`config.mk`:
```
export PLATFORM = sky130hd
export DESIGN_NAME = fpu_issue_stage
export DESIGN_NICKNAME = d
export VERILOG_FILES = /design/src/rtl/fpu_issue_stage.sv
export SDC_FILE = /design/constraint.sdc
export NUM_CORES = 1
export LEC_CHECK = 0
export BUFFER_PORTS_ARGS = -buffer_cell sky130_fd_sc_hd__buf_2
export CAP_MARGIN = 40
export CORE_UTILIZATION = 38
export CTS_CLUSTER_DIAMETER = 30
export DETAILED_ROUTE_END_ITERATION = 7
export GPL_ROUTABILITY_DRIVEN = 0
export GPL_TIMING_DRIVEN = 0
export SLEW_MARGIN = 20
export SYNTH_ARGS = -nofsm -noshare
export SYNTH_HDL_FRONTEND = slang
export SYNTH_SLANG_ARGS = --single-unit
```
`constraint.sdc`:
```
create_clock -name clk -period 3.5 [get_ports clk]
set_input_delay 0 -clock clk [delete_from_list [all_inputs] [get_ports clk]]
set_output_delay 0 -clock clk [all_outputs]
set_load 0.005 [all_outputs]
```
`src/rtl/fpu_issue_stage.sv`:
```
// Purpose : queues FP operations, presents the oldest to an external combinational
//           ALU, and registers its result into a single valid/ready output slot.
// Latency : 1 cycle from push to out_valid for non-FDIV ops; DIV_CYCLES for FDIV.
// Backpressure: in_ready drops when the queue is full; a full output slot stalls
//           the head.
// Ports   : clk/reset; in_* push side (valid/ready); alu_* drive the external ALU
//           with the head slot; alu_result returns its combinational result;
//           out_* writeback side (valid/ready); count = queued entries;
//           busy = anything queued or pending.

package fpu_issue_pkg;
    typedef enum logic [2:0] {
        ALU_FADD  = 3'd0,
        ALU_FSUB  = 3'd1,
        ALU_FMUL  = 3'd2,
        ALU_FDIV  = 3'd3,
        ALU_FMIN  = 3'd4,
        ALU_FMAX  = 3'd5,
        ALU_FSGNJ = 3'd6,
        ALU_FCVT  = 3'd7
    } alu_instruction_t;
endpackage

module fpu_issue_stage
    import fpu_issue_pkg::*;
#(
    parameter int DEPTH      = 4,
    parameter int TAG_W      = 5,
    parameter int DIV_CYCLES = 4
) (
    input  logic                       clk,
    input  logic                       reset,
    input  logic                       in_valid,
    output logic                       in_ready,
    input  alu_instruction_t           in_instr,
    input  logic [31:0]                in_op1,
    input  logic [31:0]                in_op2,
    input  logic [TAG_W-1:0]           in_tag,
    output alu_instruction_t           alu_instr,
    output logic [31:0]                alu_op1,
    output logic [31:0]                alu_op2,
    input  logic [31:0]                alu_result,
    output logic                       out_valid,
    input  logic                       out_ready,
    output logic [31:0]                out_result,
    output logic [TAG_W-1:0]           out_tag,
    output logic [$clog2(DEPTH+1)-1:0] count,
    output logic                       busy
);

    localparam int PTR_W    = (DEPTH > 1) ? $clog2(DEPTH) : 1;
    localparam int COUNT_W  = $clog2(DEPTH + 1);
    // div_cnt only ever holds values up to DIV_CYCLES-2
    localparam int DCNT_W   = (DIV_CYCLES > 2) ? $clog2(DIV_CYCLES - 1) : 1;
    localparam int DIV_LOAD = (DIV_CYCLES >= 2) ? DIV_CYCLES - 2 : 0;

    localparam logic [0:0] ST_IDLE     = 1'b0;
    localparam logic [0:0] ST_DIV_WAIT = 1'b1;

    typedef struct packed {
        alu_instruction_t  instr;
        logic [31:0]       op1;
        logic [31:0]       op2;
        logic [TAG_W-1:0]  tag;
    } entry_t;

    entry_t               mem_q [DEPTH];
    entry_t               mem_d [DEPTH];
    logic [PTR_W-1:0]     rd_ptr_q, rd_ptr_d;
    logic [PTR_W-1:0]     wr_ptr_q, wr_ptr_d;
    logic [COUNT_W-1:0]   count_q, count_d;
    logic [0:0]           state_q, state_d;
    logic [DCNT_W-1:0]    div_cnt_q, div_cnt_d;
    logic                 out_valid_q, out_valid_d;
    logic [31:0]          out_result_q, out_result_d;
    logic [TAG_W-1:0]     out_tag_q, out_tag_d;

    entry_t               head;
    logic                 push;
    logic                 pop;
    logic                 slot_free;

    // No pop bypass: a full queue refuses a push even if the head leaves this edge.
    assign in_ready  = (count_q < COUNT_W'(DEPTH)) && !reset;
    assign push      = in_valid && in_ready;
    assign slot_free = !out_valid_q || out_ready;

    // The head slot is never the write target while occupied, so these stay
    // stable from the moment the head becomes valid until its pop.
    assign head      = mem_q[rd_ptr_q];
    assign alu_instr = head.instr;
    assign alu_op1   = head.op1;
    assign alu_op2   = head.op2;

    assign out_valid  = out_valid_q;
    assign out_result = out_result_q;
    assign out_tag    = out_tag_q;
    assign count      = count_q;
    assign busy       = (count_q != '0) || out_valid_q;

    // Issue control: decides pop/capture and the FDIV occupancy wait.
    always_comb begin
        state_d      = state_q;
        div_cnt_d    = div_cnt_q;
        pop          = 1'b0;
        out_valid_d  = out_valid_q;
        out_result_d = out_result_q;
        out_tag_d    = out_tag_q;

        if (out_valid_q && out_ready) begin
            out_valid_d = 1'b0;
        end

        case (state_q)
            ST_IDLE: begin
                if (count_q != '0) begin
                    if ((head.instr == ALU_FDIV) && (DIV_CYCLES > 1)) begin
                        // The entry edge counts as the first divide cycle and
                        // the capture edge as the last.
                        state_d   = ST_DIV_WAIT;
                        div_cnt_d = DCNT_W'(DIV_LOAD);
                    end else if (slot_free) begin
                        pop = 1'b1;
                    end
                end
            end
            ST_DIV_WAIT: begin
                if (div_cnt_q != '0) begin
                    div_cnt_d = div_cnt_q - 1'b1;
                end else if (slot_free) begin
                    pop     = 1'b1;
                    state_d = ST_IDLE;
                end
            end
            default: begin
                state_d = ST_IDLE;
            end
        endcase

        if (pop) begin
            out_valid_d  = 1'b1;
            out_result_d = alu_result;
            out_tag_d    = head.tag;
        end
    end

    // Queue pointers, occupancy and storage
    always_comb begin
        mem_d    = mem_q;
        rd_ptr_d = rd_ptr_q;
        wr_ptr_d = wr_ptr_q;
        count_d  = count_q;

        if (push) begin
            mem_d[wr_ptr_q] = '{instr: in_instr, op1: in_op1, op2: in_op2, tag: in_tag};
            wr_ptr_d        = wr_ptr_q + 1'b1;
        end
        if (pop) begin
            rd_ptr_d = rd_ptr_q + 1'b1;
        end

        case ({push, pop})
            2'b10:   count_d = count_q + 1'b1;
            2'b01:   count_d = count_q - 1'b1;
            default: count_d = count_q;
        endcase
    end

    always_ff @(posedge clk) begin
        if (reset) begin
            rd_ptr_q     <= '0;
            wr_ptr_q     <= '0;
            count_q      <= '0;
            state_q      <= ST_IDLE;
            div_cnt_q    <= '0;
            out_valid_q  <= 1'b0;
            out_result_q <= '0;
            out_tag_q    <= '0;
        end else begin
            rd_ptr_q     <= rd_ptr_d;
            wr_ptr_q     <= wr_ptr_d;
            count_q      <= count_d;
            state_q      <= state_d;
            div_cnt_q    <= div_cnt_d;
            out_valid_q  <= out_valid_d;
            out_result_q <= out_result_d;
            out_tag_q    <= out_tag_d;
        end
    end

    // Payload storage needs no reset: occupancy alone says which slots are live.
    always_ff @(posedge clk) begin
        mem_q <= mem_d;
    end

endmodule

```
==> summary.md, run 1 <==
| Metric | Value |
|---|---|
| Outcome | finished clean |
| Count of different cell masters after synthesis | 29 |
| Initial DRC Count | 290 |
| H-Tree Depth | 3 |
| Static Leakage | 0.007210 µW |
| Post-synthesis to final-layout area growth | 45.71% |
| Reg2reg end | count[2] |
| I/O Pins | 218 |
| Maximum clock path buffer count | 3 |
| Area inside the core boundary | 32870 µm² |
| Pin count of the biggest net entering global routing | 38 |
| Via density per instance | roughly 4.6 |
| Clock buffer count from CTS | 79 |
| Total power of the final layout | between 15000 and 20000 µW |
| DRT Pass-1 Iters | 4 |
| Final #Nets | 1181 |
| DRC violations left | 0 |
| Startpoint of the worst-slack reg-to-reg timing path | rd_ptr_q[1] |
| Max Clock Skew | between 0.02 and 0.03 ns |
| Worst path max stage delay | around 0.52 ns |
| Number of synthesized flops with an enable pin | 288 |
| RSZ-0062 raised after global routing | no |
| Count of state elements after synthesis | about 340 |
| Synthesized instance count | 637 |
| Number of gates resized after CTS | 0 |
| Total routing resource utilization after global routing | about 16% |
| Total Die Area | roughly 35000 µm² |
| Slew at the pin with the worst max-slew slack | approximately 0.81 ns |
| Crit path from | rd_ptr_q[1] |
| Wire length of the first global-routing pass | between 40 and 50 mm |
| Grt met3 use | slightly below 7% |
| Min-Delay Startpoint | in_op2[19] |
| Most used routing layer in global routing | met2 |
| Pwr Density | just over 800 nW/µm² |
| Worst reg2reg setup slack | 0.39 ns |
| Layout fillers | about 2600 |
| GR Util met1 | 18.51% |
| Initial antenna violation count | 0 |
| Sequential area share after synthesis | 74.83% |
| Area of the multi-input gates | 2540 µm² |
| CP Data Required Time | around 4.0 ns |
| Diodes inserted | 0 |
| TritonCTS clock tree | done |
| Dominant delay contributor by cell family on the critical path | buffers and inverters |
| Commonest cells post-synth | edfxtp_1, mux4_2, buf_4 |
| Post-DP Area | about 15000 µm² |
| Clock-pin slew of the registers on the worst-case setup and hold paths | around 0.05 ns |
| Post-synthesis cell area | 12840 µm² |
| Share of the cycle needed by the critical path after routing | 88.95% |
| Max transition margin | 46.30% |
| Final min period | around 3.1 ns |
| Horizontal die dimension | between 150 and 200 µm |
| Number of hold buffers added after cts | about 120 |
| Count of standard-cell rows | 66 |
| Clock latency at the later pin of the worst-skew pair | 0.58 ns |
| Top achievable clock speed | around 0.32 GHz |
| Share of post-route cells with drive strength above 1 | 45.49% |
| Aggregate routed wire length | about 28 mm |
| Worst hold slack | roughly 0.16 ns |
| Via count of the routed design | 7202 |
| Die Span Y | approximately 190 µm |
| Effective utilization at floorplan | roughly two fifths |
| CP Class | flip-flop to flip-flop |
| Final hold viol count | 0 |
| DR WL/cell | roughly 18 µm |
| Worst ir drop on vdd | about 480 µV |
| Pins over their slew limit | 0 |
| Clock net sink count | 336 |
| Path depth of the worst reg2reg path | 12 |
| Critical path capture point type | flip-flop |
| Net count of the mapped netlist | ~750 |
| Number of global-route vias before repair | 7981 |
| Clock tree root driver cell | clkbuf_16 |
| Met2 layer usage reported by global route | between 20% and 30% |
| Endpoint of the most critical setup path | count[2] |
| Flip-flop cell with the highest count after synthesis | edfxtp_1 |
| Crit-path slowest cell | clkbuf_1 |
| Area of all sequential standard cells | between 9000 and 10000 µm² |
| Post-detailed-placement half-perimeter wirelength | between 15 and 20 mm |
| Cell type with the largest total area after synthesis | edfxtp_1 |
| Worst-path fanout max | 10 |
| Most frequent cell after synthesis | edfxtp_1 |
| Buffers and inverters on the worst path | 4 |
| Top cell type's share of synthesized area | between 60% and 70% |
| Top area cells in the synthesized netlist | edfxtp_1, mux4_2, dfxtp_1, buf_4, mux2i_1 |
| YS warnings | 0 |
| Critical path launch point type | flip-flop |
| Total congestion overflow | 0 |
| Number of setup buffers added after CTS | 0 |
| Reported max-cap violation count | 0 |
| Number of stages on the worst setup path | 12 |
| Port-buffer cells | between 200 and 250 |
| Critical path data arrival time | between 3 and 4 ns |
| Finished Cell Area | 18710 µm² |
| Cell repeated most along the worst path | inv_1 |
| Chain of cells forming the critical path | clkbuf_1 > mux4_2 > nand4bb_4 > o211ai_4 > buf_12 > inv_1 > ha_1 > inv_1 > fa_1 > xor2_1 > or3_1 > a21oi_1 |
| Min-delay worst type | input pin to flip-flop |
| Number of setup violations in the final report | 0 |
| Post-synthesis average cell area | around 20 µm² |
| Count of antenna-violating nets left after detailed routing | 0 |
| Proportion of register bits with asynchronous set or reset after synthesis | 0% |
==> state kept, by name, indices dropped and copies added (netlist names) <==
signal      flops
state_q         1
div_cnt_q       2
rd_ptr_q        2
out_result     32
mem_q         288
out_tag         5
wr_ptr_q        2
out_valid       1
count           3
==> per-stage QoR <==
step	instances	TNS [ns]	utilization (%)	setup WS, ns
global route	1574	0	56.93	0.1621
floorplan	637	0	-	0.7171
detailed placement	1303	0	44.57	0.3366
finish	1574	0	56.93	0.3868
global placement	1296	-238.09	44.06	-0.9516
CTS	1574	0	56.93	0.3274
==> layer usage <==
metal / wire [µm] / share of wire (%) / up-vias
met5: 0 / 0 / -
met4: 427 / 1.5 / 0
met3: 2229 / 8.0 / 32
met2: 14060 / 50 / 244
met1: 11250 / 40 / 3590
li1: - / - / 3336
==> power breakdown <==
part / leakage [µW] / total [µW] / internal [µW] / switching, µW
combinational: 0.00284 / 3050 / 1740 / 1310
clock: 0.00136 / 7560 / 5250 / 2310
sequential: 0.00301 / 4900 / 4750 / 151
total: 0.00721 / 15500 / 11800 / 3760
==> worst min-delay path by stage <==
stage | endpoint | slack (ns) | cells past startpoint
after floorplan | in_ready | 0.05 | 1
after global placement | mem_q[142] | 0.21 | 1
after detailed placement | mem_q[188] | 0.22 | 1
after CTS | mem_q[188] | 0.13 | 2
after global routing | mem_q[208] | 0.15 | 2
final | mem_q[24] | 0.16 | 2
==> layout make-up <==
cell class / count / share of cell area, %
Multi-Input combinational cell: 200 / 13.58
Tap cell: 442 / 2.956
Inverter: 9 / 0.1806
Timing Repair Buffer: 348 / 13.23
Clock inverter: 58 / 3.758
Clock buffer: 89 / 11.32
Buffer: 92 / 3.624
Sequential cell: 336 / 51.36
==> logic make-up (layout without fill, tap and decap cells) <==
group	after synthesis	after routing	share of synthesized area [%]
AOI/OAI and AO/OA	13	13	0.6528
xor gates and xnor gates	4	4	0.2729
adders and majority gates	7	7	0.7405
buffers and inverters	101	596	5.544
DFF	336	336	74.83
muxes	109	109	15.54
and+or+nand+nor	67	67	2.416
==> placed cells by master, fill, tap and decap left out, types with 4 or more instances in the layout <==
cell type	netlist	routed
nand2_1	7	7
buf_2	7	224
clkbuf_1	13	16
bufinv_16	0	12
clkbuf_16	0	82
mux2i_1	37	37
clkinv_2	0	11
clkinv_1	0	9
ha_1	6	6
dlygate4sd3_1	0	124
and3_4	0	4
a21oi_1	8	8
buf_12	4	10
inv_1	9	9
clkinvlp_4	0	9
edfxtp_1	288	288
dfxtp_1	48	48
nor2_1	45	45
clkinv_4	0	10
mux4_2	71	71
buf_4	67	67
clkbuf_8	0	4
Power figures use the tool's default switching activity.
==> run 2: changes to the inputs <==
CTS_BUF_LIST = sky130_fd_sc_hd__clkbuf_2 sky130_fd_sc_hd__clkbuf_4 sky130_fd_sc_hd__clkbuf_8   (was default)
==> summary.md, run 2 (same netlist as run 1, synthesis figures left out) <==
| Metric | Value |
|---|---|
| Outcome | finished clean |
| Final #Nets | roughly 1200 |
| Reported max-cap violation count | 0 |
| Leading cell types in the layout, fill and taps excluded | edfxtp_1, buf_2, dlygate4sd3_1, clkbuf_8, mux4_2 |
| Share of post-route cells with drive strength above 1 | between 40% and 50% |
| CP Class | flip-flop to flip-flop |
| Top achievable clock speed | 0.3208 GHz |
| DRC violations left | 0 |
| Critical path data arrival time | approximately 3.6 ns |
| Clock latency at the later pin of the worst-skew pair | just over 0.6 ns |
| RSZ-0062 raised after global routing | no |
| Minimum setup slack after placement | 0.3366 ns |
| TritonCTS clock tree | done |
| Worst-path fanout max | 10 |
| Accumulated negative setup slack | 0 ns |
| Largest register by flop count | mem_q |
| Wire length of the first global-routing pass | between 40 and 50 mm |
| Total Die Area | approximately 35000 µm² |
| Pins over their slew limit | 0 |
| Count of standard-cell rows | 66 |
| Total routing resource utilization after global routing | 15.99% |
| Post-detailed-placement half-perimeter wirelength | roughly 16 mm |
| Aggregate routed wire length | approximately 27 mm |
| Total power of the final layout | 13240 µW |
| Die Span Y | between 150 and 200 µm |
| Number of global-route vias before repair | 7961 |
| Effective utilization at floorplan | around 40% |
| Count of antenna-violating nets left after detailed routing | 0 |
| DRT Pass-1 Iters | 4 |
| Area inside the core boundary | between 30000 and 40000 µm² |
| Share of the cycle needed by the critical path after routing | between 80% and 90% |
| Post-synthesis to final-layout area growth | 38.82% |
| Via density per instance | 4.555 |
| H-Tree Depth | 3 |
| Initial DRC Count | around 240 |
| Pwr Density | 743.0 nW/µm² |
| Port-buffer cells | between 200 and 250 |
| Maximum clock path buffer count | 3 |
| Min-delay worst type | input pin to flip-flop |
| Initial antenna violation count | 1 |
| Setup slack of the critical path after layout | around 0.38 ns |
| Slew at the pin with the worst max-slew slack | approximately 0.8 ns |
| Critical path capture point type | flip-flop |
| Number of setup buffers added after CTS | 0 |
| Final min period | 3.117 ns |
| Clock buffer count from CTS | 83 |
| Total congestion overflow | 0 |
| Clock tree root driver cell | clkbuf_8 |
| Max transition margin | 47.67% |
| Static Leakage | 0.006820 µW |
| Clock-pin slew of the registers on the worst-case setup and hold paths | around 0.06 ns |
| Worst ir drop on vdd | around 480 µV |
| Share of the core filled with cells in the final layout | 54.24% |
| Pin count of the biggest net entering global routing | 38 |
| CP Data Required Time | around 4.0 ns |
| I/O Pins | between 200 and 250 |
| Commonest non-fill, non-tap cell in the layout | edfxtp_1 |
| Clock net sink count | roughly 340 |
| Number of setup violations in the final report | 0 |
| Via count of the routed design | about 7200 |
| Horizontal die dimension | 185.8 µm |
| Max Clock Skew | roughly 0.042 ns |
| Critical path launch point type | flip-flop |
| Final hold viol count | 0 |
| Number of flip-flops under the largest register name | around 290 |
| DR WL/cell | around 17 µm |
-- run 2: changes by cell type in the layout (fill, tap and decap cells not counted), moves of 2 or more --
cell / previous run / this run
clkbuf_8: 4 / 89
inv_16: 2 / 0
clkbuf_16: 82 / 0
clkinv_1: 9 / 14
clkbuf_4: 0 / 6
clkinvlp_4: 9 / 7
clkbuf_1: 16 / 13
-- run 2: path summary, 6_finish.rpt --
kind	from	to	slack, ns	cells after the start
min	in_op1[7]	mem_q[188]	0.14	2
max	rd_ptr_q[1]	count[2]	0.38	12
min reg2reg	state_q	state_q	0.49	2
max reg2reg	rd_ptr_q[1]	count[2]	0.38	12
-- run 2: layout make-up --
| type | instances | area (µm²) |
|---|---|---|
| Antenna cell | 1 | 2.502 |
| Timing Repair Buffer | 348 | 2475 |
| Fill cell | 2668 | 15040 |
| Multi-Input combinational cell | 200 | 2540 |
| Tap cell | 442 | 553.0 |
| Clock buffer | 95 | 1270 |
| Sequential cell | 336 | 9609 |
| Clock inverter | 58 | 664.4 |
| Inverter | 9 | 33.78 |
| Buffer | 92 | 678.2 |
-- run 2: critical path, cell delays in order, from the launching register on --
cell       delay (ns)
dfxtp_1          0.32
clkbuf_1         0.52
mux4_2           0.48
nand4bb_4        0.13
o211ai_4         0.15
buf_12           0.20
inv_1            0.05
ha_1             0.17
inv_1            0.06
fa_1             0.37
xor2_1           0.16
or3_1            0.30
a21oi_1          0.13
-- run 2: per-stage QoR --
step,cell area (µm²),instances,hold WS (ns)
final,17830,1581,0.1385
after global routing,17830,1581,0.08820
after CTS,17820,1580,0.06060
after detailed placement,14650,1303,0.2165
after global placement,14480,1296,0.2137
after floorplan,12840,637,0.05049
-- run 2: per-layer routing --
layer  global-route usage (%)  vias to the layer above  wire (µm)
met5                        0                        -          0
met4                    6.197                        0        502
met3                    6.535                       51       2135
met2                    26.82                      236      13320
met1                    18.14                     3567      11270
li1                         -                     3347          -
-- run 2: timing repair --
item,CTS,global route
hold endpoints to repair,388,0
resized for setup,0,0
hold buffers,124,0
-- run 2: power breakdown --
part	total, µW	switching, µW	internal [µW]
combinational	3030	1290	1740
clock	5320	1950	3370
sequential	4890	147	4740
==> run 3: changes to the inputs <==
CORE_MARGIN = 2   (was default)
GPL_TIMING_DRIVEN = 1   (was 0)
SLEW_MARGIN = default   (was 20)
==> summary.md, run 3 (same netlist as run 1, synthesis figures left out) <==
| Metric | Value |
|---|---|
| Outcome | finished clean |
| Total congestion overflow | 0 |
| Reg2reg end | out_result[24] |
| Clock tree root driver cell | clkbuf_8 |
| Leading cell types in the layout, fill and taps excluded | edfxtp_1, buf_2, dlygate4sd3_1, mux4_2, clkbuf_8 |
| Commonest non-fill, non-tap cell in the layout | edfxtp_1 |
| Wire length of the first global-routing pass | slightly above 40 mm |
| Met3 Routed Length | 2.189 mm |
| Worst-path fanout max | 39 |
| Final #Nets | between 1000 and 1500 |
| Static Leakage | ~0.0063 µW |
| Startpoint of the worst-slack reg-to-reg timing path | rd_ptr_q[1] |
| Crit path from | rd_ptr_q[1] |
| Port-buffer cells | 217 |
| Critical path capture point type | flip-flop |
| Min-delay worst type | input pin to flip-flop |
| Via density per instance | around 4.6 |
| Worst ir drop on vdd | 567.6 µV |
| Slew at the pin with the worst max-slew slack | 0.7275 ns |
| P_sw | 3026 µW |
| Pins over their slew limit | 0 |
| Endpoint of the most critical setup path | out_result[24] |
| Minimum setup slack after placement | just over 0.8 ns |
| DRT Pass-1 Iters | 4 |
| Post-synthesis to final-layout area growth | 31.11% |
| Die Span Y | between 150 and 200 µm |
| Share of post-route cells with drive strength above 1 | between 40 and 50% |
| Via count of the routed design | 6871 |
| Accumulated negative setup slack | 0 ns |
| RSZ-0062 raised after global routing | no |
| Logic gate share of total power | between 20 and 25% |
| Number of flip-flops under the largest register name | 288 |
| Final min period | about 3.1 ns |
| Reported max-cap violation count | 0 |
| Initial DRC Count | 279 |
| Effective utilization at floorplan | approximately two fifths |
| Maximum clock path buffer count | 3 |
| Post-detailed-placement half-perimeter wirelength | approximately 14 mm |
| Number of setup buffers added after CTS | 0 |
| CP Data Required Time | approximately 4.0 ns |
| Share of power burned in the clock network | a little over a third |
| Final hold viol count | 0 |
| Pin count of the biggest net entering global routing | 49 |
| Sum of routed wire segments on met1 | 10.66 mm |
| Share of the cycle needed by the critical path after routing | 88.52% |
| I/O Pins | about 220 |
| Number of hold buffers added after cts | around 140 |
| Worst reg2reg setup slack | around 0.40 ns |
| Max Clock Skew | 0.02544 ns |
| Number of global-route vias before repair | between 7000 and 8000 |
| Clock net sink count | roughly 340 |
| CP Class | flip-flop to flip-flop |
| TritonCTS clock tree | done |
| Path depth of the worst reg2reg path | 7 |
| DR WL/cell | about 18 µm |
| Number of setup violations in the final report | 0 |
| H-Tree Depth | 3 |
| Switching share of power | between 20% and 30% |
| Max transition margin | around half |
| Largest register by flop count | mem_q |
| Critical path launch point type | flip-flop |
| Cell-internal power | slightly below 9000 µW |
| Count of antenna-violating nets left after detailed routing | 0 |
| Area inside the core boundary | around 33000 µm² |
| Top achievable clock speed | between 0.3 and 0.4 GHz |
| Setup slack of the critical path after layout | about 0.4 ns |
| Total routing resource utilization after global routing | between 10% and 20% |
| Number of gates resized after CTS | 0 |
| Aggregate routed wire length | 26.09 mm |
| Horizontal die dimension | about 190 µm |
| Pwr Density | 696.3 nW/µm² |
| Part of the power in registers | 42.1% |
| Diodes inserted | 0 |
| Wire length on met2 | 12.54 mm |
| Total power of the final layout | between 10000 and 15000 µW |
| Critical path data arrival time | 3.56 ns |
| Clock latency at the later pin of the worst-skew pair | about 0.60 ns |
| Uppermost routed layer | met5 |
| DRC violations left | 0 |
| Clock buffer count from CTS | 67 |
| Total Die Area | between 30000 and 40000 µm² |
| Clock-pin slew of the registers on the worst-case setup and hold paths | about 0.060 ns |
| Count of standard-cell rows | 67 |
| Instance count along the most critical hold path | 2 |
| Initial antenna violation count | 1 |
-- run 3: cell count changes in the layout (fill, tap and decap cells not counted), sizes merged --
cell and change:
buf -76, clkbuf -27, dlygate4sd3 +17, clkinv -15, bufinv -4, clkinvlp -4, inv +3, diode -1
-- run 3: per-layer routing --
metal | track usage [%] | vias to the layer above
li1 | - | 3139
met2 | 24.52 | 238
met1 | 18.16 | 3433
met3 | 6.382 | 59
met5 | 0 | -
met4 | 5.542 | 2
-- run 3: power by group through the flow --
stage	Sequential, µW	Combinational [µW]	Clock [µW]
floorplan	4970	1900	0
CTS	4930	2560	4380
global placement	5000	2260	0
detailed placement	5010	2290	0
finish	4930	2540	4250
global route	4980	2780	4560
-- run 3: through the flow --
step / cells / instance area, µm² / utilization, % / hold slack (ns)
6_report: 1480 / 16840 / 50.46 / 0.1557
5_1_grt: 1480 / 16840 / 50.46 / 0.1105
4_1_cts: 1480 / 16840 / 50.46 / 0.09650
3_5_place_dp: 1220 / 13970 / 41.88 / 0.2170
3_3_place_gp: 1219 / 13950 / 41.82 / 0.2147
2_1_floorplan: 637 / 12840 / - / 0.05049
-- run 3: worst min-delay path by stage --
stage                          start  slack (ns)          to
after floorplan                reset        0.05    in_ready
after detailed placement   in_op2[2]        0.22  mem_q[151]
after global routing      in_op2[24]        0.11  mem_q[245]
final                     in_op2[29]        0.16   mem_q[34]
after global placement    in_op2[14]        0.21   mem_q[91]
after CTS                 in_op2[12]         0.1  mem_q[233]
-- run 3: critical path: stages, from the launching register on --
cell and delay, ns:
dfxtp_4 0.65, mux4_2 0.42, nand4bb_4 0.26, o211ai_4 0.10, buf_4 0.57, mux2i_1 0.31, nor2_1 0.07, dlygate4sd3_1 0.58
-- run 3: cell type report --
type / instances / area (µm²)
fillers: 2737 / 16530
flip-flops and latches: 336 / 9617
repair buffers: 368 / 2635
multi-input cells: 200 / 2540
clock buffers: 81 / 1027
well taps: 448 / 560.5
clock inverters: 38 / 422.9
inverters: 9 / 33.78
